===== src/rtl/nodf_mon_pkg.sv =====
// Shared types and default widths for the non-dataflow ap_ctrl handshake monitor.
package nodf_mon_pkg;
  localparam int CNT_W_DEF = 32;
  localparam int TXN_W_DEF = 16;

  typedef enum logic [1:0] {
    IDLE      = 2'd0,
    RUN       = 2'd1,
    DONE_HOLD = 2'd2,
    FROZEN    = 2'd3
  } mon_state_e;
endpackage


===== src/rtl/nodf_sat_counter.sv =====
// Saturating up-counter with synchronous active-low reset.
// clr_i restarts the count, and inc_i in the same cycle counts that cycle as 1.
module nodf_sat_counter #(
  parameter int W = 16
) (
  input  logic         clock,
  input  logic         reset,
  input  logic         clr_i,
  input  logic         inc_i,
  output logic [W-1:0] cnt_o
);
  logic [W-1:0] cnt_q, cnt_d;

  always_comb begin
    cnt_d = cnt_q;
    if (clr_i)                    cnt_d = {{(W-1){1'b0}}, inc_i};
    else if (inc_i && cnt_q != '1) cnt_d = cnt_q + 1'b1;
  end

  always_ff @(posedge clock) begin
    if (!reset) cnt_q <= '0;
    else        cnt_q <= cnt_d;
  end

  assign cnt_o = cnt_q;
endmodule


===== src/rtl/nodf_handshake_monitor.sv =====
// Passive observer of one ap_ctrl handshake: execution state, transaction/latency stats.
// Define NODF_PROTOCOL_CHECK_EN to add sticky protocol error flags (err_flags).
module nodf_handshake_monitor
  import nodf_mon_pkg::*;
#(
  parameter int CNT_W = CNT_W_DEF,
  parameter int TXN_W = TXN_W_DEF
) (
  input  logic             clock,
  input  logic             reset,
  input  logic             ap_start,
  input  logic             ap_ready,
  input  logic             ap_done,
  input  logic             ap_continue,
  input  logic             finish,
`ifdef NODF_PROTOCOL_CHECK_EN
  output logic [2:0]       err_flags,
`endif
  output logic [1:0]       state,
  output logic [TXN_W-1:0] txn_count,
  output logic [TXN_W-1:0] ready_count,
  output logic [CNT_W-1:0] cur_latency,
  output logic [CNT_W-1:0] last_latency,
  output logic [CNT_W-1:0] max_latency,
  output logic [CNT_W-1:0] busy_cycles
);
  mon_state_e       state_q, state_d;
  logic             comp, cur_clr, cur_inc, busy_inc, ready_inc;
  logic [CNT_W-1:0] comp_lat, cur_plus;
  logic [CNT_W-1:0] last_q, max_q;

  assign cur_plus = (&cur_latency) ? cur_latency : cur_latency + 1'b1;

  // The start cycle is latency cycle 1 and also the first busy cycle.
  always_comb begin
    state_d  = state_q;
    comp     = 1'b0;
    cur_clr  = 1'b0;
    cur_inc  = 1'b0;
    busy_inc = 1'b0;
    comp_lat = '0;
    case (state_q)
      IDLE: if (ap_start) begin
        busy_inc = 1'b1;
        comp_lat = {{(CNT_W-1){1'b0}}, 1'b1};
        if (ap_done && ap_continue) begin
          comp = 1'b1;
        end else begin
          state_d = ap_done ? DONE_HOLD : RUN;
          cur_clr = 1'b1;
          cur_inc = 1'b1;
        end
      end
      RUN: begin
        busy_inc = 1'b1;
        cur_inc  = 1'b1;
        comp_lat = cur_plus;
        if (ap_done && ap_continue) begin
          comp    = 1'b1;
          cur_clr = 1'b1;
          cur_inc = ap_start;
          state_d = ap_start ? RUN : IDLE;
        end else if (ap_done) begin
          state_d = DONE_HOLD;
        end
      end
      DONE_HOLD: begin
        busy_inc = 1'b1;
        comp_lat = cur_latency;
        if (ap_continue) begin
          comp    = 1'b1;
          cur_clr = 1'b1;
          cur_inc = ap_start;
          state_d = ap_start ? RUN : IDLE;
        end
      end
      FROZEN: ;
    endcase
    if (finish) begin
      state_d  = FROZEN;
      comp     = 1'b0;
      cur_clr  = 1'b0;
      cur_inc  = 1'b0;
      busy_inc = 1'b0;
    end
  end

  assign ready_inc = ap_ready && state_q != FROZEN && !finish;

  always_ff @(posedge clock) begin
    if (!reset) begin
      state_q <= IDLE;
      last_q  <= '0;
      max_q   <= '0;
    end else begin
      state_q <= state_d;
      if (comp) begin
        last_q <= comp_lat;
        if (comp_lat > max_q) max_q <= comp_lat;
      end
    end
  end

  nodf_sat_counter #(.W(TXN_W)) u_txn (
    .clock(clock), .reset(reset), .clr_i(1'b0), .inc_i(comp), .cnt_o(txn_count));
  nodf_sat_counter #(.W(TXN_W)) u_rdy (
    .clock(clock), .reset(reset), .clr_i(1'b0), .inc_i(ready_inc), .cnt_o(ready_count));
  nodf_sat_counter #(.W(CNT_W)) u_cur (
    .clock(clock), .reset(reset), .clr_i(cur_clr), .inc_i(cur_inc), .cnt_o(cur_latency));
  nodf_sat_counter #(.W(CNT_W)) u_busy (
    .clock(clock), .reset(reset), .clr_i(1'b0), .inc_i(busy_inc), .cnt_o(busy_cycles));

  assign state        = state_q;
  assign last_latency = last_q;
  assign max_latency  = max_q;

`ifdef NODF_PROTOCOL_CHECK_EN
  logic [2:0] err_q, err_d;
  logic       rdy_seen_q, rdy_seen_d;

  // rdy_seen tracks whether the current transaction has consumed its inputs yet.
  always_comb begin
    err_d      = err_q;
    rdy_seen_d = rdy_seen_q;
    if (state_q != FROZEN && !finish) begin
      if (state_q == IDLE && ap_done && !ap_start)                   err_d[0] = 1'b1;
      if (state_q == RUN && !ap_start && !(rdy_seen_q || ap_ready)) err_d[1] = 1'b1;
      if (state_q == DONE_HOLD && ap_done)                           err_d[2] = 1'b1;
      if (cur_clr)       rdy_seen_d = cur_inc & ap_ready;
      else if (ap_ready) rdy_seen_d = 1'b1;
    end
  end

  always_ff @(posedge clock) begin
    if (!reset) begin
      err_q      <= '0;
      rdy_seen_q <= 1'b0;
    end else begin
      err_q      <= err_d;
      rdy_seen_q <= rdy_seen_d;
    end
  end

  assign err_flags = err_q;
`endif
endmodule


===== config.mk =====
export PLATFORM = sky130hd
export DESIGN_NAME = nodf_handshake_monitor
export DESIGN_NICKNAME = d
export VERILOG_FILES = /design/src/rtl/nodf_mon_pkg.sv /design/src/rtl/nodf_sat_counter.sv /design/src/rtl/nodf_handshake_monitor.sv
export SDC_FILE = /design/constraint.sdc
export NUM_CORES = 1
export LEC_CHECK = 0
export CAP_MARGIN = 30
export CORE_AREA = 10 10 147 149
export DETAILED_ROUTE_END_ITERATION = 12
export DIE_AREA = 0 0 157 159
export DONT_BUFFER_PORTS = 1
export GPL_TIMING_DRIVEN = 0
export PLACE_DENSITY = 0.65
export SYNTH_ARGS = -nofsm -noshare
export SYNTH_HDL_FRONTEND = slang
export SYNTH_SLANG_ARGS = --single-unit

===== constraint.sdc =====
create_clock -name clock -period 4.04 [get_ports clock]
set_clock_uncertainty 0.15 [all_clocks]
set_input_delay 0.404 -clock clock [delete_from_list [all_inputs] [get_ports clock]]
set_output_delay 0.404 -clock clock [all_outputs]
set_load 0.01 [all_outputs]

==> results of run 1 <==
==> final cells by class <==
| cell class | instances | share of cell area |
|---|---|---|
| clock inverter | 14 | 0.0148 |
| buffer | 83 | 0.0428 |
| timing repair buffer | 51 | 0.0361 |
| inverter | 51 | 0.0165 |
| multi-input combinational | 927 | 0.544 |
| sequential | 162 | 0.283 |
| clock buffer | 18 | 0.0379 |
| tap | 234 | 0.0253 |
==> worst reg2reg max path, cell delays in order (launching register included) <==
cell and delay [ps]:
dfxtp_2 370, buf_6 140, nand4_1 100, buf_4 180, nor4_4 370, a21oi_1 110, or4b_4 560, nor2b_4 160
ha_4 270, nand4_1 110, buf_4 160, buf_4 130, nor2_2 140, nand3b_1 150, and4_4 210, o22ai_4 220
buf_6 140, buf_6 130, mux2i_1 220
==> report_power, final <==
| group | switching [mW] | internal [mW] | total [mW] |
|---|---|---|---|
| Sequential | 0.0565 | 1.63 | 1.69 |
| Clock | 0.751 | 0.951 | 1.70 |
| Combinational | 0.281 | 0.130 | 0.410 |
| Total | 1.09 | 2.71 | 3.80 |
==> cells in the mapped netlist, types with 24 or more instances <==
cell type	number
nand4_1	45
o21ai_0	42
nor4_1	29
nor3_1	34
nand2b_1	24
clkbuf_1	49
buf_2	29
nand2_1	119
a21oi_1	56
inv_1	50
xnor2_1	56
ha_1	41
mux2i_1	35
nand3_1	53
nor2_1	164
dfxtp_1	162
==> registers in the layout, summed over array words and instances (netlist names) <==
signal	cells
u_cur.cnt_o	32
u_rdy.cnt_o	16
u_busy.cnt_o	32
last_latency	32
state	2
u_txn.cnt_o	16
max_latency	32
==> layer usage <==
layer  part of all wire  wire (um)  track usage
met5                  0          0            0
met4              0.040       1310        0.109
met2               0.47      15400        0.408
met1               0.39      13000        0.299
met3              0.099       3250       0.0777
==> logic make-up (layout without fill, tap and decap cells) <==
kind of cell / count (synthesis) / count (layout)
fa+ha+maj: 41 / 41
flops: 162 / 162
compound gates: 202 / 202
mux: 35 / 35
buf+inv: 137 / 217
xor+xnor: 77 / 77
simple gates: 572 / 572
==> stage by stage <==
step	hold slack [ps]	total power, mW	cell area, um^2
2_1_floorplan	331	1.96	9750
5_1_grt	166	3.93	11600
3_3_place_gp	367	2.08	10000
6_report	127	3.80	11600
4_1_cts	122	3.79	11200
3_5_place_dp	377	2.08	10000
==> placed cells by master (no fill, tap or decap), types with 20 or more instances in the layout <==
cell and count:
nand2b_1 24, nand4_1 45, nor4_1 26, xor2_1 21, nand2_1 117, mux2i_1 35, dfxtp_1 139, nand3_1 48
nor2_1 159, nor3_1 34, ha_1 37, o21ai_0 39, clkbuf_1 36, buf_4 59, dfxtp_2 20, xnor2_1 56
a21oi_1 52, inv_1 49
==> worst min path at each step <==
| stage | startpoint | end | slack (ps) | cells after the start |
|---|---|---|---|---|
| floorplan | last_latency[10] | last_latency[10] | 330 | 2 |
| global placement | max_latency[14] | max_latency[14] | 370 | 2 |
| detailed placement | max_latency[11] | max_latency[11] | 380 | 2 |
| CTS | finish | u_cur.cnt_o[0] | 120 | 3 |
| global route | finish | u_cur.cnt_o[0] | 170 | 3 |
| finish | finish | u_cur.cnt_o[0] | 130 | 3 |
==> repair_timing <==
item | in CTS | in global routing
pin swaps | 18 | 26
buffers inserted | 21 | 29
cloned | 2 | 0
resized for setup | 84 | 81
hold endpoints to repair | 2 | 0
hold buffers | 1 | 0
endpoints found under the setup margin | 32 | 32
==> flow_metrics.py, run 1 <==
metrics = {
    "status": {
        "status": "complete, but fails checks",
        "violations": "negative setup slack",
    },
    "floorplan": {
        "initial_core_util": 0.525,
        "die_x_um": 157,
        "fp.dieArea_um2": 25000,
        "core_area_um2": 18600,
        "rows": 50,
        "die_h_um": 159,
        "io_pins": 169,
    },
    "place": {
        "port_buffers": 0,
        "place.gp.congestion": 0.928,
        "place_hpwl_um": 24200,
        "place_ws_ps": -1070,
        "placedCellCount": 1460,
    },
    "logic_synthesis": {
        "syn_area_um2": 9750,
        "synth-seq-cells": 162,
        "async_reset_ff_frac": 0,
        "syn_nets": 1274,
        "yosysSeqAreaShare": 0.333,
        "synth_enable_flop_cells": 0,
        "synth_cells": 1226,
        "ys_warn_count": 0,
        "muxShareOfSynthArea": 0.0359,
        "synth_compound_area_frac": 0.141,
        "synthFlopType": "dfxtp_1",
        "synth_xor_area_frac": 0.0692,
        "synth_area_leader_cell": "dfxtp_1",
        "synth_top_family_by_area": "simple AND/OR/NAND/NOR gates",
        "synthAdderAreaFrac": 0.0526,
        "synth_simple_gate_area_frac": 0.311,
        "synth_cell_types": 81,
        "syn_avg_cell_area_um2": 7.95,
        "synth_top_area_frac": 0.333,
        "synth_area_leaders": "dfxtp_1 33%, nor2_1 6.3%, ha_1 5.3%, xnor2_1 5.0%, nand2_1 4.6%",
    },
    "routing": {
        "postRouteAntennaNets": 0,
        "routed_wl_um": 32900,
        "initialDrtViolationCount": 758,
        "drc_errors": 0,
        "routedWlPerCell_um": 21.4,
        "drtPass1Iterations": 5,
        "via_count": 9513,
        "viasPerCell": 6.18,
    },
    "layout": {
        "multiInputGateArea_um2": 6300,
        "fill_cells": 1674,
        "diodes": 0,
        "fin_nets": 1341,
        "seqCellArea_um2": 3280,
        "final_util": 0.624,
        "drive_gt1_frac": 0.177,
        "area_delta_synth_final_pct": 18.8,
        "layout.cells.non_filler": 1540,
    },
    "setup_path": {
        "cpLargestDelayFamily": "simple AND/OR/NAND/NOR gates",
        "end_kind": "flop",
        "critPathLaunch": "u_cur.cnt_o[18]",
        "cp_slowest_stage_delay_ps": 560,
        "r2r_end": "max_latency[13]",
        "cp_max_fo": 9,
        "crit_chain": "buf_6 -> nand4_1 -> buf_4 -> nor4_4 -> a21oi_1 -> or4b_4 -> nor2b_4 -> ha_4 -> nand4_1 -> buf_4 -> buf_4 -> nor2_2 -> nand3b_1 -> and4_4 -> o22ai_4 -> buf_6 -> buf_6 -> mux2i_1",
        "cp_num_cells": 18,
        "r2r_cells": 18,
        "cp.arrival_ps": 4320,
        "critPathBufInv": 6,
        "rrSetupSlack_ps": -70,
        "reg2reg_from": "u_cur.cnt_o[18]",
        "start_kind": "flop",
        "cp-endpoint": "max_latency[13]",
        "crit_slowest_cell": "or4b_4",
        "worstSetupPathType": "flop to flop",
        "crit_required_ps": 4250,
    },
    "clocking": {
        "tritoncts": "yes",
        "clockBufferDepth": 2,
        "cts.sinks": 162,
        "clk_pin_slew_worst_paths_ps": 70,
        "cts-htree-levels": 4,
        "clockRootBuffer": "clkbuf_16",
        "clk_latency_ps": 440,
        "numCtsBuffers": 17,
    },
    "timing": {
        "worst_slack_ps": -71.3,
        "setup_violations": 17,
        "grt_setup_unrepaired": "yes",
        "tns_ps": -491,
        "final_max_slew_viol_count": 0,
        "hold_violations": 0,
        "fin_crit_sh": 1.02,
        "slew_headroom": 0.462,
        "fin_crit_ps": 4110,
        "tightest_slew_ps": 807,
        "fmax_ghz": 0.243,
    },
    "power_and_ir_drop": {
        "cellLeakagePower_nw": 4.13,
        "ir_drop_mv": 0.315,
        "powerDensity_nw_per_um2": 328,
    },
    "flow_run": {
        "maxCapViolations": 0,
    },
    "grt": {
        "grt_first_pass_wirelength_um": 50200,
        "antenna_found_initial": 0,
        "grt_usage": 0.252,
        "overflow": 0,
        "grt_pass1_vias": 8856,
        "grt_max_degree": 17,
    },
    "worst_hold_path": {
        "hold_class": "input port to flop",
    },
}
No activity file was read; power rests on OpenSTA's default activity.
==> inputs of run 2 (changes only) <==
--- a/config.mk
+++ b/config.mk
@@ -5,13 +5,14 @@
 export SDC_FILE = /design/constraint.sdc
 export NUM_CORES = 1
 export LEC_CHECK = 0
+export ABC_AREA = 1
 export CAP_MARGIN = 30
-export CORE_AREA = 10 10 147 149
+export CORE_AREA = 10 10 149 151
 export DETAILED_ROUTE_END_ITERATION = 12
-export DIE_AREA = 0 0 157 159
+export DIE_AREA = 0 0 159 161
 export DONT_BUFFER_PORTS = 1
 export GPL_TIMING_DRIVEN = 0
-export PLACE_DENSITY = 0.65
+export PLACE_DENSITY = 0.64
 export SYNTH_ARGS = -nofsm -noshare
 export SYNTH_HDL_FRONTEND = slang
 export SYNTH_SLANG_ARGS = --single-unit
==> flow_metrics.py, run 2 <==
metrics = {
    "power_and_ir_drop": {
        "power_frac_seq": 0.357,
        "power.net_switching_mw": 2.31,
        "powerDensity_nw_per_um2": 513,
        "ir_drop_mv": 0.357,
        "cellLeakagePower_nw": 4.78,
        "combPwrFrac": 0.348,
        "switching_share": 0.409,
        "internal_power_mw": 3.33,
        "clkPwrFrac": 0.294,
    },
    "floorplan": {
        "rows": 51,
        "core_area_um2": 19200,
        "initial_core_util": 0.520,
        "die_h_um": 161,
        "fp.dieArea_um2": 25600,
        "die_x_um": 159,
        "io_pins": 169,
    },
    "grt": {
        "antenna_found_initial": 0,
        "overflow": 0,
        "grt_max_degree": 17,
        "grt_usage": 0.243,
        "grt_pass1_vias": 9352,
        "grt_first_pass_wirelength_um": 50600,
    },
    "layout": {
        "drive_gt1_frac": 0.0762,
        "area_delta_synth_final_pct": 9.79,
        "diodes": 0,
        "most-common-layout-cells": "505 x nand2_1, 194 x nor2_1, 191 x inv_1",
        "multiInputGateArea_um2": 5770,
        "fin_area_um2": 11000,
        "fill_cells": 1974,
        "layout_commonest_cell": "nand2_1",
        "seqCellArea_um2": 3260,
        "fin_nets": 1662,
        "layout.cells.non_filler": 1892,
        "final_util": 0.571,
    },
    "clocking": {
        "clockRootBuffer": "clkbuf_16",
        "cts.sinks": 162,
        "tritoncts": "yes",
        "clk_latency_ps": 440,
        "clk_pin_slew_worst_paths_ps": 60,
        "postCtsSetupRepairBufs": 0,
        "numCtsBuffers": 17,
        "clockBufferDepth": 2,
        "cts-htree-levels": 4,
    },
    "setup_path": {
        "cp.arrival_ps": 3960,
        "crit_required_ps": 4210,
        "end_kind": "flop",
        "start_kind": "flop",
        "worstSetupPathType": "flop to flop",
        "crit_slowest_cell": "dfxtp_2",
        "cp_max_fo": 10,
        "crit_chain": "ha_1 -> nand2_2 -> nor2_4 -> nand2_4 -> nor2_8 -> nand2_4 -> buf_6 -> nand3_1 -> nand2_1 -> a21oi_2 -> ha_1 -> a21o_1 -> nand3_1 -> nand3_1 -> a21oi_1 -> nand2_1 -> buf_2 -> clkbuf_2 -> a21oi_1 -> nor2_1",
        "cp_common_cell": "nand3_1",
        "cp_slowest_stage_delay_ps": 430,
    },
    "timing": {
        "setup_violations": 0,
        "final_max_slew_viol_count": 0,
        "tightest_slew_ps": 773,
        "slew_headroom": 0.485,
        "fin_crit_sh": 0.937,
        "hold_violations": 0,
        "fmax_ghz": 0.264,
        "fin_crit_ps": 3780,
        "worst_slack_ps": 256,
        "finalHoldWorstSlack_ps": 40.2,
    },
    "logic_synthesis": {
        "synth_area_leader_cell": "dfxtp_1",
        "async_reset_ff_frac": 0,
        "synth-seq-cells": 162,
        "synth_cell_types": 45,
        "synthTopCellsByCount": "506 x nand2_1, 194 x nor2_1, 191 x inv_1",
        "synth_area_leaders": "dfxtp_1 32%, nand2_1 19%, nor2_1 7.3%, inv_1 7.2%, nand3_1 5.5%",
        "ys_warn_count": 0,
        "syn_avg_cell_area_um2": 6.27,
        "synth_cells": 1594,
        "syn_nets": 1642,
        "yosysSeqAreaShare": 0.324,
        "synth_enable_flop_cells": 0,
        "yosysMostFrequentCell": "nand2_1",
        "synthFlopType": "dfxtp_1",
        "syn_area_um2": 10000,
        "synth_top_area_frac": 0.324,
    },
    "routing": {
        "routedWlPerCell_um": 16.9,
        "drtPass1Iterations": 5,
        "via_count": 10020,
        "routed_wl_um": 32000,
        "postRouteAntennaNets": 0,
        "initialDrtViolationCount": 636,
        "viasPerCell": 5.30,
        "drc_errors": 0,
    },
    "place": {
        "port_buffers": 0,
        "place_ws_ps": 31.6,
        "place_hpwl_um": 24700,
        "placedCellCount": 1859,
        "place.gp.congestion": 0.932,
        "place_area_um2": 10300,
    },
    "worst_hold_path": {
        "hold_class": "input port to flop",
    },
    "flow_run": {
        "maxCapViolations": 0,
    },
    "status": {
        "status": "completed",
    },
}
run 2: kinds of logic (layout without fill, tap and decap cells):
logic type      Yosys count  count (layout)  share of synthesized area
compound gates          214             214                      0.124
xor+xnor                 28              28                     0.0245
fa+ha+maj                41              41                     0.0513
buf+inv                 251             284                      0.100
flops                   162             162                      0.324
simple gates            898             898                      0.376
run 2: path summary, 6_finish.rpt:
kind                          from                to  slack, ps  depth (start not counted)
setup / recovery    u_cur.cnt_o[0]   max_latency[14]        260                         20
hold / removal             ap_done          state[0]         40                          3
setup reg to reg    u_cur.cnt_o[0]   max_latency[14]        260                         20
hold reg to reg   u_busy.cnt_o[31]  u_busy.cnt_o[31]        390                          2
run 2: layout make-up:
cell class / count / area share
Multi-Input combinational cell: 1181 / 0.525
Sequential cell: 162 / 0.297
Inverter: 192 / 0.0657
Clock buffer: 20 / 0.0407
Tap cell: 265 / 0.0302
Buffer: 59 / 0.0263
Clock inverter: 12 / 0.0136
Timing Repair Buffer: 1 / 0.000912
run 2: power groups by stage:
stage	Combinational [mW]	Clock [mW]	Sequential [mW]
2_1_floorplan	1.46	0	1.98
4_1_cts	1.89	1.69	2.02
6_report	1.96	1.66	2.01
3_3_place_gp	1.85	0	2.06
3_5_place_dp	1.87	0	2.06
5_1_grt	2.23	1.75	2.04
run 2: worst max-delay path, delay by kind of cell (launching register included):
family	cells	cell delay (ps)
AOI/OAI and AO/OA	4	760
adders and majority gates	2	530
buffers and inverters	3	580
DFF	1	430
and+or+nand+nor	11	1190
run 2: routing by layer:
metal	part of all wire	wire [um]	global-route usage
met5	0	0	0
met3	0.092	2940	0.0862
met2	0.48	15400	0.416
met4	0.025	802	0.0838
met1	0.40	12900	0.275
run 2: timing repair:
item	4_1_cts	5_1_grt
endpoints found under the setup margin	0	32
gates resized for setup	0	22
hold endpoints to repair	2	0
hold buffers	1	0
run 2: stage by stage:
step / power, mW / TNS, ps
floorplan: 3.44 / 0
global placement: 3.91 / 0
detailed placement: 3.93 / 0
CTS: 5.60 / 0
global route: 6.03 / -51.0
finish: 5.63 / 0
==> inputs of run 3 (changes only) <==
--- a/config.mk
+++ b/config.mk
@@ -13,6 +13,8 @@
 export DONT_BUFFER_PORTS = 1
 export GPL_TIMING_DRIVEN = 0
 export PLACE_DENSITY = 0.64
+export RECOVER_POWER = 25
 export SYNTH_ARGS = -nofsm -noshare
 export SYNTH_HDL_FRONTEND = slang
 export SYNTH_SLANG_ARGS = --single-unit
+export TNS_END_PERCENT = 100
==> constraint.sdc (replaced) <==
create_clock -name clock -period 4.04 [get_ports clock]
set_clock_uncertainty 0.15 [all_clocks]
set_input_delay 0.404 -clock clock [delete_from_list [all_inputs] [get_ports clock]]
set_output_delay 0.404 -clock clock [all_outputs]
set_load 0.02 [all_outputs]
==> flow_metrics.py, run 3 (synthesis gave the netlist of run 2 again) <==
metrics = {
    "floorplan": {
        "die_h_um": 161,
        "io_pins": 169,
        "die_x_um": 159,
        "rows": 51,
        "initial_core_util": 0.520,
        "fp.dieArea_um2": 25600,
        "core_area_um2": 19200,
    },
    "place": {
        "place_area_um2": 10300,
        "place_ws_ps": -53.6,
        "place.gp.congestion": 0.932,
        "place_hpwl_um": 24700,
        "port_buffers": 0,
    },
    "setup_path": {
        "cp_max_fo": 10,
        "rrSetupSlack_ps": 240,
        "worstSetupPathType": "flop to flop",
        "r2r_cells": 19,
        "r2r_end": "max_latency[14]",
        "start_kind": "flop",
        "reg2reg_from": "u_cur.cnt_o[27]",
        "end_kind": "flop",
        "crit_required_ps": 4210,
        "cp.arrival_ps": 3970,
    },
    "routing": {
        "postRouteAntennaNets": 0,
        "drc_errors": 0,
        "routed_wl_um": 32000,
        "routedWlPerCell_um": 16.9,
        "via_count": 10071,
        "drtPass1Iterations": 5,
        "viasPerCell": 5.32,
        "initialDrtViolationCount": 607,
    },
    "grt": {
        "grt_max_degree": 17,
        "grt_pass1_vias": 9352,
        "grt_first_pass_wirelength_um": 50600,
        "overflow": 0,
        "grt_usage": 0.243,
        "antenna_found_initial": 0,
    },
    "status": {
        "status": "completed",
    },
    "power_and_ir_drop": {
        "cellLeakagePower_nw": 4.78,
        "ir_drop_mv": 0.359,
        "power_mw": 5.75,
        "powerDensity_nw_per_um2": 523,
    },
    "layout": {
        "layout_commonest_cell": "nand2_1",
        "fin_nets": 1662,
        "multiInputGateArea_um2": 5770,
        "drive_gt1_frac": 0.0860,
        "most-common-layout-cells": "505 x nand2_1, 194 x nor2_1, 191 x inv_1",
        "fin_area_um2": 11000,
        "diodes": 0,
        "fill_cells": 1964,
        "final_util": 0.573,
        "area_delta_synth_final_pct": 10.0,
        "seqCellArea_um2": 3280,
    },
    "worst_hold_path": {
        "holdCritStartpoint": "ap_done",
        "holdPathEnd": "state[0]",
        "hold_class": "input port to flop",
        "min_path_cells": 3,
    },
    "clocking": {
        "numCtsBuffers": 17,
        "cts.sinks": 162,
        "postCtsSetupRepairBufs": 0,
        "clk_latency_ps": 430,
        "clk_pin_slew_worst_paths_ps": 70,
        "clockRootBuffer": "clkbuf_16",
        "cts-htree-levels": 4,
        "tritoncts": "yes",
        "clockBufferDepth": 2,
    },
    "timing": {
        "hold_violations": 0,
        "finalHoldWorstSlack_ps": 39.9,
        "fin_crit_ps": 3800,
        "fin_crit_sh": 0.941,
        "fmax_ghz": 0.263,
        "setup_violations": 0,
        "slew_headroom": 0.477,
        "final_max_slew_viol_count": 0,
        "tightest_slew_ps": 784,
        "worst_slack_ps": 238,
    },
    "flow_run": {
        "maxCapViolations": 0,
    },
}
[run 3: layout make-up]
cell class	count	area share
multi-input cells	1181	0.524
flip-flops and latches	162	0.299
inverters	192	0.0655
clock buffers	20	0.0406
well taps	265	0.0301
plain buffers	59	0.0263
clock inverters	12	0.0135
repair buffers	1	0.000910
[run 3: worst max-delay path, cell delays in order (launching register included)]
cell and delay, ps:
dfxtp_1 600, nand2_1 120, nor2_2 160, nand2_1 90, nor2_2 240, nand2_4 120
buf_6 170, nand3_1 140, nand2_1 100, a21oi_2 220, ha_1 280, a21o_1 180
nand3_1 60, nand3_1 80, a21oi_1 200, nand2_1 110, buf_2 190, clkbuf_2 220
a21oi_1 170, nor2_1 60
[run 3: what timing repair did]
action | in CTS | in global routing
endpoints found under the hold margin | 2 | 0
endpoints found under the setup margin | 26 | 32
hold buffers | 1 | 0
resized for setup | 2 | 37
[run 3: through the flow]
stage / cells / setup TNS [ps]
6_report: 1892 / 0
3_3_place_gp: 1859 / -468
5_1_grt: 1892 / -19.2
3_5_place_dp: 1859 / -531
2_1_floorplan: 1594 / 0
4_1_cts: 1892 / 0
[run 3: worst max path at each step]
stage	endpoint	cells after the start	from	slack, ps
after floorplan	max_latency[10]	25	u_cur.cnt_o[1]	800
after global placement	max_latency[28]	21	u_cur.cnt_o[1]	-50
after detailed placement	max_latency[29]	21	u_cur.cnt_o[1]	-50
after CTS	max_latency[14]	20	u_cur.cnt_o[17]	90
after global routing	max_latency[14]	22	u_cur.cnt_o[27]	-7
final	max_latency[14]	19	u_cur.cnt_o[27]	240
[run 3: power breakdown]
part | internal, mW | switching, mW
Clock | 0.942 | 0.716
Combinational | 0.618 | 1.34
Sequential | 1.77 | 0.370
Total | 3.33 | 2.43
[run 3: routing by layer]
metal | share of wire | wire length, um | track usage
met5 | 0 | 0 | 0
met4 | 0.023 | 724 | 0.0838
met3 | 0.091 | 2920 | 0.0862
met2 | 0.48 | 15400 | 0.416
met1 | 0.40 | 12900 | 0.275
